**config.mk**
```make
export PLATFORM = sky130hd
export DESIGN_NAME = mult43_seq_ctrl
export DESIGN_NICKNAME = d
export VERILOG_FILES = /design/src/rtl/mult43_seq_ctrl.sv
export SDC_FILE = /design/constraint.sdc
export NUM_CORES = 1
export LEC_CHECK = 0
export BUFFER_PORTS_ARGS = -buffer_cell sky130_fd_sc_hd__buf_2
export CAP_MARGIN = 0
export CELL_PAD_IN_SITES_DETAIL_PLACEMENT = 1
export CELL_PAD_IN_SITES_GLOBAL_PLACEMENT = 1
export CORE_MARGIN = 2
export CORE_UTILIZATION = 39
export CTS_CLUSTER_SIZE = 24
export DETAILED_ROUTE_END_ITERATION = 16
export MAX_ROUTING_LAYER = met4
export PLACE_DENSITY = 0.83
export SLEW_MARGIN = 20
export SYNTH_ARGS = -nofsm -noshare
export SYNTH_HDL_FRONTEND = slang
export SYNTH_SLANG_ARGS = --single-unit
```
**constraint.sdc**
```tcl
create_clock -name clk -period 2.76 [get_ports clk]
set_input_delay 0.276 -clock clk [delete_from_list [all_inputs] [get_ports clk]]
set_output_delay 0.276 -clock clk [all_outputs]
set_load 0.005 [all_outputs]
```
**src/rtl/mult43_seq_ctrl.sv**
```systemverilog
// mult43_seq_ctrl
// Sequential shift-and-add multiplier. Each beat folds ROWS rows of the AND
// partial-product matrix (a & {W{b[i]}}) << i into a 2W-bit accumulator.
// BEATS = ceil(W/ROWS) beats give an exact 2W-bit product.
//
// Optional feature: define MULT43_SEQ_EARLY_EXIT_EN to finish as soon as the
// remaining multiplier bits are all zero. Without it, latency is always BEATS
// cycles, which constant-time callers rely on.
//
// Ports:
//   clk        clock, rising edge
//   rst        synchronous active-high reset
//   in_valid   operands a/b valid (looked at only in IDLE)
//   in_ready   registered; high in IDLE
//   a, b       W-bit multiplicand / multiplier
//   out_valid  registered; p holds the finished product
//   out_ready  consumer takes p (looked at only in DONE)
//   p          2W-bit product, meaningful while out_valid=1
//   busy       high in RUN or DONE
//
// state | meaning
// IDLE  | waiting for operands, in_ready=1
// RUN   | beats in progress
// DONE  | product held on p, out_valid=1 until out_ready

module mult43_seq_ctrl #(
    parameter int W    = 43,
    parameter int ROWS = 1
) (
    input  logic             clk,
    input  logic             rst,
    input  logic             in_valid,
    output logic             in_ready,
    input  logic [W-1:0]     a,
    input  logic [W-1:0]     b,
    output logic             out_valid,
    input  logic             out_ready,
    output logic [2*W-1:0]   p,
    output logic             busy
);

    localparam int BEATS = (W + ROWS - 1) / ROWS;
    localparam int CNT_W = (BEATS > 1) ? $clog2(BEATS) : 1;
    localparam logic [CNT_W-1:0] LAST_CNT = CNT_W'(BEATS - 1);

    localparam logic [1:0] S_IDLE = 2'd0;
    localparam logic [1:0] S_RUN  = 2'd1;
    localparam logic [1:0] S_DONE = 2'd2;

    logic [1:0]       state;
    logic [2*W-1:0]   acc;
    logic [2*W-1:0]   a_sh;
    logic [W-1:0]     b_sh;
    logic [CNT_W-1:0] cnt;

    logic [2*W-1:0]   acc_sum;
    logic [2*W-1:0]   a_next;
    logic [W-1:0]     b_next;
    logic             beat_last;

    // Rows of this beat; shifting b right by ROWS feeds zeros in from the
    // top, so the partial last beat adds nothing for rows past bit W-1.
    always_comb begin
        acc_sum = acc;
        for (int k = 0; k < ROWS; k++) begin
            if (b_sh[k]) begin
                acc_sum = acc_sum + (a_sh << k);
            end
        end
        a_next = a_sh << ROWS;
        b_next = b_sh >> ROWS;
    end

`ifdef MULT43_SEQ_EARLY_EXIT_EN
    // Remaining multiplier bits all zero: nothing more can be added.
    assign beat_last = (cnt == LAST_CNT) || (b_next == '0);
`else
    assign beat_last = (cnt == LAST_CNT);
`endif

    always_ff @(posedge clk) begin
        if (rst) begin
            state     <= S_IDLE;
            in_ready  <= 1'b1;
            out_valid <= 1'b0;
            acc       <= '0;
            a_sh      <= '0;
            b_sh      <= '0;
            cnt       <= '0;
        end else begin
            case (state)
                S_IDLE: begin
                    if (in_valid) begin
                        a_sh     <= {{W{1'b0}}, a};
                        b_sh     <= b;
                        acc      <= '0;
                        cnt      <= '0;
                        state    <= S_RUN;
                        in_ready <= 1'b0;
                    end
                end
                S_RUN: begin
                    acc  <= acc_sum;
                    a_sh <= a_next;
                    b_sh <= b_next;
                    cnt  <= cnt + 1'b1;
                    if (beat_last) begin
                        state     <= S_DONE;
                        out_valid <= 1'b1;
                    end
                end
                S_DONE: begin
                    // in_ready rises after this edge, so no accept can
                    // coincide with the output handshake.
                    if (out_ready) begin
                        state     <= S_IDLE;
                        out_valid <= 1'b0;
                        in_ready  <= 1'b1;
                    end
                end
                default: begin
                    state     <= S_IDLE;
                    out_valid <= 1'b0;
                    in_ready  <= 1'b1;
                end
            endcase
        end
    end

    assign p    = acc;
    assign busy = (state != S_IDLE);

endmodule

```
==> flow_summary.toml <==
[outcome]
status = "finished with violations"
violations = "setup timing"

[layout]
fillers = 4061
final_design_area_no_fill_mm2 = 0.0205
drive_gt1_frac = 0.362
final_nets = 2501
multi_input_area_mm2 = 0.00980
fin_util = 0.597
seq_area_mm2 = 0.00456
syn2layout_area_growth_pct = 51.7

[detailed_routing]
vias = 18100
wirelength_um = 77500
drc_errors = 0
routedWlPerCell_um = 27.7
viasPerCell = 6.46
drtPass1Iterations = 5
ant_nets = 0
drt_iter0_drc = 1792

[setup_path]
setup.worst_path.end_class = "flop"
worstPathRequired_ns = 3.20
startpoint_type = "flop"
crit_slowest_cell = "and4b_2"
crit_chain = "ha_1 > buf_4 > nand4_1 > and4b_2 > o31ai_4 > buf_6 > buf_6 > nand2_4 > a21oi_4 > o21ai_2 > a21boi_1 > buf_4 > xor2_2 > o21ai_1"
arrival_ns = 4.08
path_max_fanout = 4
cpPeakStageDelay_ns = 0.55
crit_type = "flop to flop"

[die]
dieArea_mm2 = 0.0361
placementRows = 68
die_w_um = 190
core_mm2 = 0.0343
start_util = 0.394
fp.dieH_um = 190
ios = 179

[logic_synthesis]
yosysTopAreaCell = "dfxtp_1"
synth-seq-area-share = 0.334
yosys_register_bits = 225
synth_area_leaders = "dfxtp_1, nor2_1, ha_1"
yosysWarningCount = 0
syn-cell-area_mm2 = 0.0135
synthFlopType = "dfxtp_1"
synthArstFlopShare = 0
synth_top_area_frac = 0.334
ys_types = 76
avgSynthCellArea_um2 = 7.49
netlist_instances = 1803
synth-edff-count = 0
syn-num-nets = 1981

[timing]
worst_slew_pin_slew_ns = 1.05
slew_headroom = 0.295
max_freq_mhz = 275
tns_ns = -26.09
finalHoldViolations = 0
finalClockSkew_ns = 0.0161
min_period_over_period = 1.32
post-route-min-period_ns = 3.64
setup_slack_ns = -0.883
grt_setup_unrepaired = "yes"
finalSetupViolCount = 65
drv_slew = 0

[run]
drv_cap = 0

[place]
dp_slack_ns = -0.442
place.detailed.hpwl_um = 38000
dpl-instance-area_mm2 = 0.0171
globalplace.congestion = 0.924
io_buffers = 178

[power]
power_density_mw_per_mm2 = 430
p_leak_nw = 9.20
power_w = 0.00881
ir_drop_mv = 0.497

[global_route]
antenna_found_initial = 6
grt_usage = 0.356
grt_pass1_wl_um = 99800
grt_max_degree = 135
first_global_vias = 18300
grt-ovfl-total = 0

[cts]
clk_pin_slew_worst_paths_ns = 0.07
cts_root_buf = "clkbuf_16"
h-tree-depth = 1
clkSinkCount = 225
cts_buffers = 27
cts_buffer_depth = 3
tritoncts = "done"
worstSkewPairLatency_ns = 0.58

[min_path]
hold_path.class = "input port to flop"
cell usage after synthesis (6+ instances only):
| cell | instances |
|---|---|
| o21ai_0 | 80 |
| nand2b_1 | 8 |
| o31a_1 | 7 |
| nor3_1 | 13 |
| a211oi_1 | 6 |
| and2_1 | 8 |
| o211ai_1 | 8 |
| nor2b_1 | 7 |
| inv_1 | 27 |
| buf_2 | 22 |
| o31ai_1 | 10 |
| clkbuf_1 | 96 |
| nand4_1 | 40 |
| or3_1 | 12 |
| a22oi_1 | 41 |
| o21bai_1 | 15 |
| nand3_1 | 66 |
| nor2_1 | 352 |
| a31oi_1 | 13 |
| ha_1 | 87 |
| xor2_1 | 39 |
| buf_1 | 11 |
| a21o_1 | 53 |
| dfxtp_1 | 225 |
| nor4_1 | 91 |
| nand2_1 | 164 |
| xnor2_1 | 38 |
| o21a_1 | 11 |
| a21oi_1 | 158 |
state kept, by name (all words and copies together), names as in the netlist:
name,flops
state,2
p,86
out_valid,1
cnt,6
a_sh,86
b_sh,43
in_ready,1
placed cells by master, fill, tap and decap left out, drive strengths merged, types with 7 or more instances in the layout:
cell / count
nor2b: 7
nor2: 352
a21o: 53
inv: 28
nand4: 40
a21oi: 158
nand2: 166
clkbuf: 37
a211oi: 7
o31a: 7
a22oi: 41
xnor2: 38
o21a: 11
xor2: 39
nand3: 66
a31oi: 13
and2: 8
buf: 580
dlygate4sd3: 45
nor3: 14
ha: 87
or3: 12
o211ai: 8
o21bai: 15
dfxtp: 225
o31ai: 12
o21ai: 86
nand2b: 8
nor4: 91
critical path, delay by kind of cell, from the launching register on:
family / cells / cell delay, ns
compound gates: 5 / 0.56
xor+xnor: 1 / 0.49
fa+ha+maj: 1 / 0.36
buf+inv: 4 / 0.61
flops: 1 / 0.33
simple gates: 3 / 1.15
path summary, 6_finish.rpt:
path	start	to	slack (ns)	depth (start not counted)
worst max register to register	a_sh[14]$_SDFFE_PP0P_	p[43]$_SDFFE_PP0P_	-0.88	14
worst max-delay path	a_sh[14]$_SDFFE_PP0P_	p[43]$_SDFFE_PP0P_	-0.88	14
worst min-delay path	b[7]	b_sh[7]$_SDFFE_PP0P_	0.005	3
worst min register to register	a_sh[77]$_SDFFE_PP0P_	a_sh[78]$_SDFFE_PP0P_	0.48	2
cells by family after synthesis:
group           after synthesis  share of synthesized area
flops                       225                      0.334
buf+inv                     161                     0.0480
xor+xnor                     77                     0.0499
compound gates              460                      0.218
fa+ha+maj                    88                     0.0821
mux                           5                    0.00380
simple gates                787                      0.264
per-layer routing:
layer / GRT usage / vias up / wire [um]
li1: - / 7471 / -
met1: 0.366 / 8703 / 26700
met2: 0.625 / 1252 / 36600
met3: 0.0585 / 672 / 6380
met4: 0.242 / 0 / 7780
met5: - / - / 0
cell type report:
cell class,instances,area share
antenna,5,0.000611
clock buffer,37,0.0373
clock inverter,10,0.00660
inverter,27,0.00495
multi-input combinational,1417,0.478
sequential,225,0.222
tap,455,0.0278
timing repair buffer,625,0.222
power breakdown:
part	total, W	switching (W)	internal, W
logic	0.00149	0.000900	0.000591
registers	0.00350	0.000120	0.00338
clock network	0.00381	0.00161	0.00220
through the flow:
step                      instances  hold slack (ns)
after global placement         2650            0.457
after CTS                      2771          0.00172
after detailed placement       2650            0.473
after global routing           2801           0.0129
final                          2801          0.00451
after floorplan                1803            0.404
timing repair:
| action | in CTS | in global routing |
|---|---|---|
| hold buffers | 45 | 0 |
| gates resized for setup | 169 | 182 |
| pin swaps | 79 | 92 |
| endpoints found under the hold margin | 45 | 0 |
| endpoints found under the setup margin | 56 | 69 |
| buffers inserted | 29 | 34 |
| gates cloned | 0 | 0 |
Power figures use the tool's default switching activity.
